## src/rtl/uart_pkg.sv

```systemverilog
// uart_pkg -- definitions shared by the UART receiver and transmitter.
//   uart_state_t    : 2-bit frame-level state encoding (IDLE/START/DATA/STOP)
//   UART_DATA_BITS  : default payload width per frame
//   UART_OVERSAMPLE : default os_tick pulses per bit period
package uart_pkg;

  typedef enum logic [1:0] {
    IDLE  = 2'd0,
    START = 2'd1,
    DATA  = 2'd2,
    STOP  = 2'd3
  } uart_state_t;

  localparam int UART_DATA_BITS  = 8;
  localparam int UART_OVERSAMPLE = 16;

endpackage

```

## src/rtl/sync_2ff.sv

```systemverilog
// sync_2ff -- two-flop synchronizer for a single asynchronous input.
//   clk     : destination clock
//   reset_n : asynchronous active-low reset; both flops load RESET_VAL
//   d       : asynchronous input
//   q       : synchronized output (two clk of latency)
// RESET_VAL lets an idle-high line (e.g. UART rxd) come out of reset without
// showing a spurious falling edge.
module sync_2ff #(
  parameter logic RESET_VAL = 1'b0
) (
  input  logic clk,
  input  logic reset_n,
  input  logic d,
  output logic q
);

  logic [1:0] stage_reg;

  always_ff @(posedge clk or negedge reset_n) begin
    if (!reset_n) begin
      stage_reg <= {2{RESET_VAL}};
    end else begin
      stage_reg <= {stage_reg[0], d};
    end
  end

  assign q = stage_reg[1];

endmodule

```

## src/rtl/uart_rx.sv

```systemverilog
// uart_rx -- oversampling UART receiver (start bit, DATA_BITS LSB-first, one stop bit).
//   clk       : single clock, all state on rising edge
//   reset_n   : asynchronous active-low reset
//   os_tick   : one-clk enable, OVERSAMPLE pulses per bit period
//   rxd       : asynchronous serial line, idle high
//   rx_data   : last received byte, stable while rx_valid=1
//   rx_valid  : rx_data holds an unconsumed byte
//   rx_ready  : consumer accepts rx_data when rx_valid & rx_ready
//   rx_busy   : high whenever the receiver is not IDLE
//   frame_err : one-clk pulse when the stop bit samples low
//   overrun   : one-clk pulse when a good frame is dropped because rx_data is still unconsumed
module uart_rx
  import uart_pkg::*;
#(
  parameter int DATA_BITS  = UART_DATA_BITS,
  parameter int OVERSAMPLE = UART_OVERSAMPLE
) (
  input  logic                 clk,
  input  logic                 reset_n,
  input  logic                 os_tick,
  input  logic                 rxd,
  output logic [DATA_BITS-1:0] rx_data,
  output logic                 rx_valid,
  input  logic                 rx_ready,
  output logic                 rx_busy,
  output logic                 frame_err,
  output logic                 overrun
);

  localparam int CNT_W = $clog2(OVERSAMPLE);
  localparam int IDX_W = (DATA_BITS > 1) ? $clog2(DATA_BITS) : 1;

  localparam logic [CNT_W-1:0] CNT_MID  = CNT_W'(OVERSAMPLE / 2 - 1);
  localparam logic [CNT_W-1:0] CNT_LAST = CNT_W'(OVERSAMPLE - 1);
  localparam logic [IDX_W-1:0] IDX_LAST = IDX_W'(DATA_BITS - 1);

  logic                 rxd_s;
  logic                 rxd_d_reg;
  uart_state_t          state_reg;
  logic [CNT_W-1:0]     cnt_reg;
  logic [CNT_W-1:0]     cnt_next;
  logic [IDX_W-1:0]     bit_idx_reg;
  logic [DATA_BITS-1:0] shift_reg;
  logic [DATA_BITS-1:0] rx_data_reg;
  logic                 rx_valid_reg;
  logic                 frame_err_reg;
  logic                 overrun_reg;
  logic                 fall_edge;
  logic                 handshake;

  // Line idles high, so the synchronizer and delay flop reset to 1: releasing
  // reset must not look like a start-bit edge.
  sync_2ff #(
    .RESET_VAL (1'b1)
  ) u_sync (
    .clk     (clk),
    .reset_n (reset_n),
    .d       (rxd),
    .q       (rxd_s)
  );

  always_ff @(posedge clk or negedge reset_n) begin
    if (!reset_n) begin
      rxd_d_reg <= 1'b1;
    end else begin
      rxd_d_reg <= rxd_s;
    end
  end

  // Edge (not level) detect: a line stuck low after a bad stop bit must
  // rise and fall again before a new frame can start.
  assign fall_edge = rxd_d_reg && !rxd_s;
  assign handshake = rx_valid_reg && rx_ready;

  // Sample counter wraps explicitly so non-power-of-two OVERSAMPLE works.
  assign cnt_next = (cnt_reg == CNT_LAST) ? '0 : cnt_reg + CNT_W'(1);

  always_ff @(posedge clk or negedge reset_n) begin
    if (!reset_n) begin
      state_reg     <= IDLE;
      cnt_reg       <= '0;
      bit_idx_reg   <= '0;
      shift_reg     <= '0;
      rx_data_reg   <= '0;
      rx_valid_reg  <= 1'b0;
      frame_err_reg <= 1'b0;
      overrun_reg   <= 1'b0;
    end else begin
      frame_err_reg <= 1'b0;
      overrun_reg   <= 1'b0;

      // A consumed byte clears; a good frame finishing this same cycle
      // overrides this below and reloads the output.
      if (handshake) begin
        rx_valid_reg <= 1'b0;
      end

      case (state_reg)
        IDLE: begin
          if (fall_edge) begin
            state_reg <= START;
            cnt_reg   <= '0;
          end
        end

        START: begin
          if (os_tick) begin
            if (cnt_reg == CNT_MID) begin
              cnt_reg <= '0;
              if (!rxd_s) begin
                // Start bit confirmed at mid-bit; data samples now land
                // one full bit period later, i.e. mid-bit of each data bit.
                state_reg   <= DATA;
                bit_idx_reg <= '0;
              end else begin
                // Line was back high by mid-bit: a glitch, not a frame.
                state_reg <= IDLE;
              end
            end else begin
              cnt_reg <= cnt_next;
            end
          end
        end

        DATA: begin
          if (os_tick) begin
            cnt_reg <= cnt_next;
            if (cnt_reg == CNT_LAST) begin
              shift_reg <= {rxd_s, shift_reg[DATA_BITS-1:1]};
              if (bit_idx_reg == IDX_LAST) begin
                state_reg   <= STOP;
                bit_idx_reg <= '0;
              end else begin
                bit_idx_reg <= bit_idx_reg + IDX_W'(1);
              end
            end
          end
        end

        STOP: begin
          if (os_tick) begin
            cnt_reg <= cnt_next;
            if (cnt_reg == CNT_LAST) begin
              state_reg <= IDLE;
              if (!rxd_s) begin
                frame_err_reg <= 1'b1;
              end else if (!rx_valid_reg || rx_ready) begin
                rx_data_reg  <= shift_reg;
                rx_valid_reg <= 1'b1;
              end else begin
                // Previous byte still pending: keep it, drop the new one.
                overrun_reg <= 1'b1;
              end
            end
          end
        end

        default: begin
          state_reg <= IDLE;
        end
      endcase
    end
  end

  assign rx_busy   = (state_reg != IDLE);
  assign rx_data   = rx_data_reg;
  assign rx_valid  = rx_valid_reg;
  assign frame_err = frame_err_reg;
  assign overrun   = overrun_reg;

endmodule

```

## config.mk

```make
export PLATFORM = sky130hd
export DESIGN_NAME = uart_rx
export DESIGN_NICKNAME = d
export VERILOG_FILES = /design/src/rtl/uart_pkg.sv /design/src/rtl/sync_2ff.sv /design/src/rtl/uart_rx.sv
export SDC_FILE = /design/constraint.sdc
export NUM_CORES = 1
export LEC_CHECK = 0
export ABC_CLOCK_PERIOD_IN_PS = 3000
export CORE_MARGIN = 5
export CORE_UTILIZATION = 58
export CTS_CLUSTER_DIAMETER = 150
export DETAILED_ROUTE_END_ITERATION = 6
export PLACE_DENSITY_LB_ADDON = 0.3
export SYNTH_ARGS = -nofsm -noshare
export SYNTH_HDL_FRONTEND = slang
export SYNTH_SLANG_ARGS = --single-unit
```

## constraint.sdc

```tcl
create_clock -name clk -period 3 [get_ports clk]
set_input_delay 0.6 -clock clk [delete_from_list [all_inputs] [get_ports clk]]
set_output_delay 0.6 -clock clk [all_outputs]
set_load 0.005 [all_outputs]
```

==> metrics.csv, run 1 <==
stage;metric;value;unit
grt;initial antenna violation count;0;
power_and_ir_drop;Pwr Density;593;nW/um^2
clock_tree;Clock Sinks;31;
timing;setup violators final;0;
logic_synthesis;main flop type after synthesis;dfrtp_1;
logic_synthesis;Synth top area share;0.495;
timing;minimum clock period;2300;ps
power_and_ir_drop;Comb power frac;0.161;
grt;Global Route Usage Sum;0.155;
power_and_ir_drop;Sw Ratio;0.297;
clock_tree;number of buffers created by CTS;5;
logic_synthesis;mux contribution to synthesized area;0.156;
timing;RSZ-0062 raised after global routing;no;
logic_synthesis;number of synthesized flops with an enable pin;0;
logic_synthesis;top-count cell post-synth;dfrtp_1;
placement;detailed placer's ending HPWL;1540;um
floorplanning;Die Y-Extent;59.4;um
min_path;Hold Crit Class;flip-flop to flip-flop;
route;via count;831;
clock_tree;hold-fix buffers at CTS;0;
min_path;min-delay src;u_sync.stage_reg[0]$_DFF_PN1_;
setup_path;critical path startpoint;state_reg[0]$_DFFE_PN0P_;
route;routed length per instance;14.1;um
power_and_ir_drop;overall power;0.969;mW
logic_synthesis;Synth top cells by count;dfrtp_1 (28), mux2_2 (9), mux2_4 (8), nand2_1 (6), o21ai_0 (5);
clock_tree;CTS tree;yes;
cells_and_area;# fillers;188;
grt;largest net degree at the start of global routing;32;
placement;Final GP Congestion;0.835;
grt;vias in the first global route;907;
logic_synthesis;Ys Warns;0;
logic_synthesis;Synth Register Bits;31;
logic_synthesis;Post-Synth Simple-Gate Area;0.141;
route;initial drt markers;14;
timing;Hold Slack;363;ps
logic_synthesis;sequential-to-total area share from yosys stat;0.550;
clock_tree;clk slew on worst S/H paths;90;ps
route;vias per cell;5.43;
logic_synthesis;Post-Syn Nets;111;
power_and_ir_drop;NetSw;0.288;mW
logic_synthesis;Async SR Flop Fraction;1.00;
floorplanning;row count;18;
floorplanning;die area;3530;sq um
logic_synthesis;Yosys cell types;36;
logic_synthesis;cell area after synthesis;1420;sq um
logic_synthesis;xor/xnor cell area share of the yosys netlist;0.00618;
cells_and_area;fin nets;130;
run_status;status;finished clean;
placement;port buffer count;16;
logic_synthesis;Post-Syn Area per Cell;13.8;sq um
logic_synthesis;Synth area leader;dfrtp_1;
floorplanning;Placeable Area;2410;sq um
logic_synthesis;synthesized netlist cell count;103;
setup_path;Max FO, Critical Path;13;
setup_path;Arrival @ worst endpoint;1700;ps
clock_tree;htree depth;2;
logic_synthesis;largest family of logic cells by synthesized area;multiplexers;
timing;Final Max Tran Viols;0;
cells_and_area;layout cells sized above 1;0.285;
route;Routed Antenna Nets;0;
clock_tree;clk root buf;clkbuf_4;
cells_and_area;# diodes;0;
grt;grt ovf;0;
power_and_ir_drop;Lkg Pwr;0.761;nW
setup_path;Worst Path Class, Setup;flip-flop to output port;
timing;Achievable Freq;435;MHz
setup_path;Worst Setup End Kind;output port;
floorplanning;die width;59.4;um
route;DRC;0;
logic_synthesis;Post-Synth Adder-Cell Area;0.0265;
clock_tree;Resized cells post-CTS;0;
clock_tree;Clock Path Buffers;2;
power_and_ir_drop;clock share of power;0.279;
power_and_ir_drop;VDD IR max;0.000565;V
route;drt pass-1 iters;4;
logic_synthesis;largest cells by area after synthesis;dfrtp_1 (49%), mux2_4 (8.5%), mux2_2 (7.2%);
floorplanning;initial cell density of the core;0.588;
grt;first-pass GRT wire length;4020;um
flow_run;maximum capacitance violations;0;
cells_and_area;Layout Area Growth over Synthesis;15.5;%
clock_tree;Skew-Pair Late Insertion Delay;320;ps
floorplanning;number of top-level pins;17;
logic_synthesis;complex-gate fraction of the synthesized area;0.0724;
clock_tree;Setup Fix Bufs, Post-CTS;0;
timing;Setup TNS;0;ps
setup_path;startpoint types;flip-flop;
timing;Worst Skew;4.87;ps
power_and_ir_drop;Pint;0.682;mW
setup_path;WP data required;2400;ps
timing;worst-margin pin slew;475;ps
timing;Hold Violations, Final;0;
setup_path;worst r2r src;cnt_reg[0]$_DFFE_PN0P_;
power_and_ir_drop;sequential share of power;0.560;
timing;crit share post-route;0.767;
route;Routed WL;2150;um
timing;max-slew headroom at the worst pin;0.683;
worst paths after layout:
kind                                                       to  slack [ps]  depth (start not counted)
worst min-delay path            u_sync.stage_reg[1]$_DFF_PN1_         360                          0
max in group asynchronous       u_sync.stage_reg[0]$_DFF_PN1_        2030                          2
worst min register to register  u_sync.stage_reg[1]$_DFF_PN1_         360                          0
worst max register to register         rx_data[0]$_DFFE_PN0P_        1200                          5
worst max-delay path                                  rx_busy         700                          2
min in group asynchronous            shift_reg[5]$_DFFE_PN0P_         650                          2
power by group through the flow:
stage / combinational (mW) / clock (mW) / sequential [mW]
CTS: 0.156 / 0.282 / 0.541
floorplan: 0.174 / 0 / 0.498
detailed placement: 0.156 / 0 / 0.549
finish: 0.156 / 0.271 / 0.543
global route: 0.177 / 0.303 / 0.554
global placement: 0.148 / 0 / 0.546
cells by family (layout without fill, tap and decap cells):
group | after synthesis | in the layout
DFF | 31 | 31
and+or+nand+nor | 27 | 27
muxes | 17 | 17
AOI/OAI and AO/OA | 16 | 16
buffers and inverters | 8 | 28
adders and majority gates | 3 | 3
xor gates and xnor gates | 1 | 1
area by class of cell:
type | count | area (sq um) | share of cell area
Clock buffer | 8 | 68.8 | 0.0421
Inverter | 3 | 11.3 | 0.00689
Multi-Input combinational cell | 64 | 571 | 0.349
Sequential cell | 31 | 779 | 0.477
Tap cell | 30 | 37.5 | 0.0230
Timing Repair Buffer | 17 | 168 | 0.103
per-layer routing:
metal / wire length [um] / track usage
met2: 1040 / 0.259
met3: 119 / 0.0501
met5: 0 / 0
met4: 44 / 0.0939
met1: 944 / 0.171
cells in the final DEF (no fill, tap or decap), types with 2 or more instances in the layout:
master and n:
nand2b_1 3, o21ai_0 5, mux2_4 8, mux2_2 9, clkdlybuf4s50_1 16, dfstp_2 3, clkbuf_4 5, nand2_1 6
ha_1 3, a21oi_1 2, inv_1 3, clkbuf_8 2, nand3_1 3, o31ai_1 2, dfrtp_1 28, nor2_1 3
a31oi_1 2
critical path, cell delays in order (launching register included):
cell             delay, ps
dfrtp_1                640
or2_1                  220
clkdlybuf4s50_1        510
stage by stage:
stage	instances	setup slack, ps	util	instance area (sq um)
6_report	153	700	0.679	1640
5_1_grt	153	603	0.679	1640
4_1_cts	153	696	0.679	1640
3_5_place_dp	145	602	0.650	1570
3_3_place_gp	145	654	0.650	1570
2_1_floorplan	103	1360	-	1420
(Power assumes the default switching activity.)
==> inputs of run 2 (changes only) <==
Settings changed: ABC_CLOCK_PERIOD_IN_PS 3000 to 2250, CORE_UTILIZATION 58 to 54.
Clock period 3 ns to 2.25 ns, I/O delays scaled along.
==> metrics.csv, run 2 (synthesis gave the netlist of run 1 again) <==
stage;metric;value;unit
grt;first-pass GRT wire length;3890;um
power_and_ir_drop;VDD IR max;0.000667;V
setup_path;cells along the critical path;or2_1 -> clkdlybuf4s50_1;
cells_and_area;# diodes;0;
route;via count;844;
setup_path;Worst Path Class, Setup;flip-flop to output port;
clock_tree;htree depth;2;
clock_tree;Clock Sinks;31;
cells_and_area;area of the multi-input gates;571;sq um
clock_tree;Clock Path Buffers;2;
setup_path;worst reg-to-reg setup slack;480;ps
setup_path;Top delay family on crit path;buffers and inverters;
route;Routed Antenna Nets;0;
floorplanning;Placeable Area;2500;sq um
timing;max-slew headroom at the worst pin;0.756;
min_path;Hold Crit Class;flip-flop to flip-flop;
grt;grt ovf;0;
timing;RSZ-0062 raised after global routing;no;
power_and_ir_drop;Pwr Density;774;nW/um^2
setup_path;Arrival @ worst endpoint;1430;ps
power_and_ir_drop;Lkg Pwr;0.772;nW
placement;Final GP Congestion;0.801;
timing;Hold Violations, Final;0;
placement;DP Cell Count;148;
clock_tree;CTS tree;yes;
setup_path;critical path startpoint;state_reg[0]$_DFFE_PN0P_;
grt;vias in the first global route;894;
grt;initial antenna violation count;0;
power_and_ir_drop;overall power;1.28;mW
clock_tree;clk root buf;clkbuf_4;
route;Routed WL;2110;um
cells_and_area;fin nets;133;
setup_path;Worst Setup End Kind;output port;
route;drt pass-1 iters;4;
timing;Worst Skew;8.56;ps
cells_and_area;Util after Layout;0.660;
setup_path;CP max stage delay;460;ps
timing;Achievable Freq;532;MHz
timing;setup violators final;0;
clock_tree;Setup Fix Bufs, Post-CTS;0;
setup_path;WP buf/inv;1;
floorplanning;Die Y-Extent;61.2;um
floorplanning;initial cell density of the core;0.567;
setup_path;startpoint types;flip-flop;
timing;Setup TNS;0;ps
timing;worst-margin pin slew;363;ps
clock_tree;Skew-Pair Late Insertion Delay;330;ps
setup_path;WP data required;1800;ps
setup_path;Max FO, Critical Path;3;
clock_tree;Resized cells post-CTS;0;
min_path;min-delay src;u_sync.stage_reg[0]$_DFF_PN1_;
timing;final worst-path setup slack;371;ps
timing;crit share post-route;0.835;
floorplanning;die width;61.2;um
setup_path;Critical-path top delay cell;clkdlybuf4s50_1;
clock_tree;hold-fix buffers at CTS;0;
cells_and_area;Layout Area Growth over Synthesis;16.4;%
placement;pre-CTS WS;145;ps
timing;Final Max Tran Viols;0;
clock_tree;clk slew on worst S/H paths;90;ps
clock_tree;number of buffers created by CTS;5;
timing;minimum clock period;1880;ps
run_status;status;finished clean;
setup_path;worst r2r src;cnt_reg[0]$_DFFE_PN0P_;
cells_and_area;layout cells sized above 1;0.302;
cells_and_area;# fillers;190;
cells_and_area;final cell count without fillers;156;
route;initial drt markers;11;
grt;largest net degree at the start of global routing;32;
floorplanning;die area;3750;sq um
placement;detailed placer's ending HPWL;1510;um
route;DRC;0;
route;routed length per instance;13.6;um
route;vias per cell;5.41;
cells_and_area;most frequent cells in the layout;dfrtp_1 (28), clkdlybuf4s50_1 (16), mux2_2 (9), mux2_4 (8), nand2_1 (6);
placement;port buffer count;16;
floorplanning;number of top-level pins;17;
flow_run;maximum capacitance violations;0;
floorplanning;row count;18;
cells_and_area;most common cell after layout, fill and taps aside;dfrtp_1;
cells_and_area;register area;779;sq um
grt;Global Route Usage Sum;0.149;
## run 2: layout make-up
| class | count | area share |
|---|---|---|
| sequential | 31 | 0.473 |
| multi-input combinational | 64 | 0.346 |
| timing repair buffer | 20 | 0.115 |
| clock buffer | 7 | 0.0334 |
| tap | 30 | 0.0228 |
| inverter | 3 | 0.00683 |
| clock inverter | 1 | 0.00303 |
## run 2: worst register-to-register path: stages, from the launching register on
cell and delay (ps):
dfrtp_1 390, ha_1 230, and4_4 270, nand4_4 130, nor2b_4 310, mux2_4 330
## run 2: through the flow
| stage | area (sq um) | hold slack, ps |
|---|---|---|
| floorplan | 1420 | 154 |
| global placement | 1590 | 346 |
| detailed placement | 1590 | 349 |
| CTS | 1650 | 363 |
| global route | 1650 | 371 |
| finish | 1650 | 360 |
## run 2: final timing paths
kind                            cells after the start                            end
worst max-delay path                                2                        rx_busy
worst min-delay path                                0  u_sync.stage_reg[1]$_DFF_PN1_
worst max register to register                      5         rx_data[1]$_DFFE_PN0P_
worst min register to register                      0  u_sync.stage_reg[1]$_DFF_PN1_
max in group asynchronous                           2  u_sync.stage_reg[0]$_DFF_PN1_
min in group asynchronous                           2         rx_data[7]$_DFFE_PN0P_
## run 2: metal layers
layer | wire, um | GRT usage | up-vias | part of all wire
met5 | 0 | 0 | - | 0
met4 | 55 | 0.0743 | 0 | 0.026
li1 | - | - | 410 | -
met1 | 883 | 0.153 | 406 | 0.42
met2 | 1030 | 0.257 | 22 | 0.49
met3 | 149 | 0.0650 | 6 | 0.070
## run 2: power breakdown
group	internal (mW)	switching, mW	total [mW]
logic	0.133	0.146	0.279
clock network	0.151	0.174	0.325
registers	0.612	0.0600	0.672
==> inputs of run 3 (changes only) <==
Settings changed: ABC_CLOCK_PERIOD_IN_PS 2250 to 1600, CORE_UTILIZATION 54 to 49.
Clock period 2.25 ns to 1.6 ns, I/O delays scaled along.
==> metrics.csv, run 3 (synthesis gave the netlist of run 1 again) <==
stage;metric;value;unit
cells_and_area;# fillers;204;
cells_and_area;most common cell after layout, fill and taps aside;dfrtp_1;
setup_path;startpoint types;flip-flop;
route;Routed Antenna Nets;0;
timing;Worst Skew;7.18;ps
cells_and_area;final cell count without fillers;173;
cells_and_area;Util after Layout;0.662;
placement;Placed Area;1690;sq um
grt;largest net degree at the start of global routing;32;
clock_tree;htree depth;2;
route;DRC;0;
timing;max-slew headroom at the worst pin;0.734;
placement;DP Cell Count;159;
timing;final worst-path setup slack;11.0;ps
power_and_ir_drop;Pwr Density;1180;nW/um^2
cells_and_area;# diodes;0;
grt;grt ovf;0;
clock_tree;clk slew on worst S/H paths;100;ps
cells_and_area;layout cells sized above 1;0.394;
floorplanning;die area;4070;sq um
setup_path;Worst Path Class, Setup;flip-flop to flip-flop;
clock_tree;clk root buf;clkbuf_4;
route;via count;911;
floorplanning;number of top-level pins;17;
floorplanning;Die Y-Extent;63.8;um
power_and_ir_drop;VDD IR max;0.000848;V
clock_tree;CTS tree;yes;
clock_tree;Clock Path Buffers;2;
placement;port buffer count;16;
placement;detailed placer's ending HPWL;1810;um
timing;RSZ-0062 raised after global routing;yes;
timing;Hold Violations, Final;0;
route;drt pass-1 iters;4;
clock_tree;Skew-Pair Late Insertion Delay;340;ps
timing;setup violators final;0;
timing;crit share post-route;0.993;
min_path;Hold Crit Class;input port to asynchronous set/reset pin;
route;routed wl met2;1240;um
clock_tree;number of buffers created by CTS;5;
placement;pre-CTS WS;-290;ps
floorplanning;initial cell density of the core;0.514;
timing;worst-margin pin slew;399;ps
cells_and_area;Finished Cell Area;1830;sq um
run_status;status;finished clean;
route;vias per cell;5.27;
timing;Final Max Tran Viols;0;
grt;vias in the first global route;1012;
clock_tree;Clock Sinks;31;
cells_and_area;Layout Area Growth over Synthesis;28.9;%
route;highest metal layer with signal wires;met4;
floorplanning;die width;63.8;um
timing;Achievable Freq;629;MHz
cells_and_area;fin nets;149;
grt;Global Route Usage Sum;0.152;
grt;initial antenna violation count;0;
power_and_ir_drop;overall power;2.16;mW
floorplanning;row count;19;
route;metal1 wirelength;1170;um
cells_and_area;most frequent cells in the layout;dfrtp_1 (28), buf_4 (17), clkdlybuf4s50_1 (15), mux2_2 (9), mux2_4 (8);
route;Routed WL;2590;um
flow_run;maximum capacitance violations;0;
setup_path;Worst Setup End Kind;flip-flop;
power_and_ir_drop;Lkg Pwr;0.875;nW
route;initial drt markers;14;
setup_path;WP data required;1840;ps
setup_path;Max FO, Critical Path;8;
timing;minimum clock period;1590;ps
route;routed length per instance;15.0;um
floorplanning;Placeable Area;2760;sq um
route;met3 WL;107;um
setup_path;Arrival @ worst endpoint;1830;ps
clock_tree;hold-fix buffers at CTS;0;
grt;first-pass GRT wire length;4790;um
placement;Final GP Congestion;0.763;
-- run 3: cell count changes in the layout (fill, tap and decap cells not counted), sizes merged --
cell / before / now
clkbuf: 7 / 6
and3b: 2 / 3
clkdlybuf4s50: 16 / 15
buf: 4 / 19
dlygate4sd2: 0 / 1
bufinv: 0 / 1
-- run 3: final timing paths --
path	startpoint	end	slack, ps	cells after the start
min in group clk	u_sync.stage_reg[0]$_DFF_PN1_	u_sync.stage_reg[1]$_DFF_PN1_	360	0
hold / removal	reset_n	rx_data[7]$_DFFE_PN0P_	330	2
max in group asynchronous	reset_n	u_sync.stage_reg[0]$_DFF_PN1_	1020	2
setup / recovery	cnt_reg[1]$_DFFE_PN0P_	rx_data[5]$_DFFE_PN0P_	10	6
setup reg to reg	cnt_reg[1]$_DFFE_PN0P_	rx_data[5]$_DFFE_PN0P_	10	6
hold reg to reg	u_sync.stage_reg[0]$_DFF_PN1_	u_sync.stage_reg[1]$_DFF_PN1_	360	0
-- run 3: area by class of cell --
| cell class | count | area [sq um] | area share |
|---|---|---|---|
| Timing Repair Buffer | 35 | 327 | 0.179 |
| Tap cell | 31 | 38.8 | 0.0212 |
| Clock inverter | 2 | 35.0 | 0.0192 |
| Multi-Input combinational cell | 65 | 583 | 0.319 |
| Clock buffer | 6 | 51.3 | 0.0281 |
| Sequential cell | 31 | 779 | 0.427 |
| Inverter | 3 | 11.3 | 0.00617 |
-- run 3: critical path: stages, from the launching register on --
cell	delay, ps
dfrtp_1	370
ha_2	200
and4_4	240
nand4_4	90
nor2b_4	140
buf_12	140
mux2_4	300
-- run 3: per-layer routing --
layer,GRT usage,vias up
met1,0.182,445
met4,0.0857,0
met5,0,-
met3,0.0508,8
met2,0.239,15
li1,-,443
-- run 3: power by group --
| group | total [mW] | internal, mW | switching (mW) |
|---|---|---|---|
| clock | 0.646 | 0.369 | 0.277 |
| sequential | 0.907 | 0.861 | 0.0456 |
| combinational | 0.609 | 0.312 | 0.296 |
| total | 2.16 | 1.54 | 0.619 |
-- run 3: repair_timing --
action | in CTS | in global routing
resized for setup | 1 | 2
pin swaps | 3 | 1
endpoints found under the setup margin | 20 | 15
gates cloned | 1 | 0
buffers inserted | 4 | 1
-- run 3: metrics by stage --
stage	hold WS, ps	setup TNS [ps]
after floorplan	24.4	0
after CTS	343	-29.9
after detailed placement	353	-5130
final	333	0
after global routing	357	-439
after global placement	349	-4790
==> variant (config.mk and constraints of run 2) <==
Change the parameter `RESET_VAL` from 1'b1 to 1'b0.
--- a/src/rtl/uart_rx.sv
+++ b/src/rtl/uart_rx.sv
@@ -52,5 +52,5 @@
   // reset must not look like a start-bit edge.
   sync_2ff #(
-    .RESET_VAL (1'b1)
+    .RESET_VAL (1'b0)
   ) u_sync (
     .clk     (clk),
Behaviour: not the same (Yosys sat finds a counterexample within 4 cycles, from zero or initial values and one cycle with reset_n low).
==> variant against run 2 <==
Global-route usage grew 1.1 points; cell area decreased by 0.83%; critical path depth is the same; sequential power about the same; area after synthesis shrank 0.18%; routed wire length rose by 10%; power down 1.6%; synthesized cell count stayed put; sequential cell count is the same; setup slack improved by 0.0022 ns; clock power decreased by 7.1%.
==> variant: results (changes against run 2) <==
| Metric | Value |
|---|---|
| Vias in the first global route | `941 (+5.3%)` |
| Non-Filler Instances | `156 (unchanged)` |
| Setup Skew | `0.0117 ns (+0.00319 ns)` |
| Internal | `0.868 mW (-3.1%)` |
| Largest net degree at the start of global routing | `32 (unchanged)` |
| Clock H-tree levels | `2 (unchanged)` |
| Top cells by count, synth | `dfrtp_1, mux2_2, mux2_4` |
| Peak VDD IR | `0.671 mV (+0.56%)` |
| Initial antenna violation count | `0 (unchanged)` |
| Vias per cell | `5.51 (+1.8%)` |
| Clock latency at the later pin of the worst-skew pair | `0.33 ns (about the same)` |
| Fill cell count | `198 (+4.2%)` |
| Area contributors post-synth | `dfrtp_1, mux2_4, mux2_2, ha_1, dfstp_2` |
| Sequential area share after synthesis | `55.0% (-0.080 points)` |
| First-pass GRT wire length | `4.22 mm (+8.5%)` |
| Worst Hold Class | `register to register` |
| M3 GR Usage | `3.98% (-2.5 points)` |
| Post-DP HPWL | `1.67 mm (+11%)` |
| Number of setup buffers added after CTS | `0 (unchanged)` |
| Global routing usage on met1 | `17.9% (+2.6 points)` |
| CP peak stage delay | `0.46 ns (about the same)` |
| Slowest CP cell | `clkdlybuf4s50_1` |
| Placer Congestion | `0.801 (about the same)` |
| Root buf cell | `clkbuf_4` |
| Routed wl met3 | `109 µm (-27%)` |
| M1 WL | `974 µm (+10%)` |
| Met2 wire length | `1.17 mm (+14%)` |
| Slew @ Worst Pin | `0.388 ns (+0.0251 ns)` |
| Status | `finished, final reports clean` |
| CP delay by family, top | `buffers and inverters` |
| Detailed Route Iter0 Violations | `13 (+2)` |
| Dpl ws | `0.123 ns (-0.0221 ns)` |
| CTS resizes | `0 (unchanged)` |
| Share of layout cells above drive strength 1 | `27.0% (-3.2 points)` |
| # placed instances | `148 (unchanged)` |
| Placed instance area | `1590 µm² (-0.16%)` |
| Post-synth cell types | `36 (unchanged)` |
| 1st-pass router iterations | `4 (unchanged)` |
| Max FO, Critical Path | `3 (unchanged)` |
| GR Util All Layers | `16.0% (+1.1 points)` |
| WP data arrival | `1.43 ns (about the same)` |
| Syn_area_per_cell | `13.7 µm² (-0.18%)` |
| Highest routed layer | `met4` |
| Final net count | `133 (unchanged)` |
| CTS buffer count | `5 (unchanged)` |
| P_leak | `0.766 nW (-0.84%)` |
| Final WL | `2.33 mm (+10%)` |
| Met2 Use GR | `27.2% (+1.5 points)` |
variant: changes by cell type in the layout (fill, tap and decap cells not counted):
cell and delta:
clkbuf_1 +2, dfrtp_1 +2, dfstp_2 -2, clkbuf_8 -1, clkinv_2 -1
variant: power by group through the flow:
stage / Sequential, mW / Combinational, mW / Clock (mW)
floorplan: 0.663 / 0.232 / 0
global placement: 0.678 / 0.269 / 0
detailed placement: 0.684 / 0.283 / 0
CTS: 0.674 / 0.285 / 0.313
global route: 0.686 / 0.324 / 0.336
finish: 0.673 / 0.281 / 0.302
variant: area by class of cell:
class,instances,area (µm²),area share [%]
tap,30,37.5,2.30
sequential,31,777,47.5
inverter,3,11.3,0.689
multi-input combinational,64,571,34.9
clock buffer,8,48.8,2.98
timing repair buffer,20,190,11.6
variant: cells by family (layout without fill, tap and decap cells):
group | Yosys count | after routing | synth area share [%]
AO/OA/AOI/OAI | 16 | 16 | 7.26
XOR/XNOR | 1 | 1 | 0.620
adder cells (fa/ha/maj) | 3 | 3 | 2.66
buffers and inverters | 8 | 31 | 4.69
flip-flops | 31 | 31 | 55.0
multiplexers | 17 | 17 | 15.7
AND/OR/NAND/NOR | 27 | 27 | 14.2
variant: path summary, 6_finish.rpt:
path	startpoint	to	slack, ns	cells after the start
max	state_reg[0]	rx_busy	0.37	2
min reg2reg	u_sync.stage_reg[0]	u_sync.stage_reg[1]	0.37	0
min	u_sync.stage_reg[0]	u_sync.stage_reg[1]	0.37	0
max reg2reg	cnt_reg[0]	rx_data[5]	0.46	5
max in group asynchronous	reset_n	rxd_d_reg	1.43	2
min in group asynchronous	reset_n	rx_data[6]	0.49	2
variant: worst reg2reg max path, stage by stage, from the launching register on:
cell and delay [ns]:
dfrtp_1 0.39, ha_1 0.24, and4_4 0.27, nand4_4 0.13
nor2b_4 0.32, mux2_4 0.34
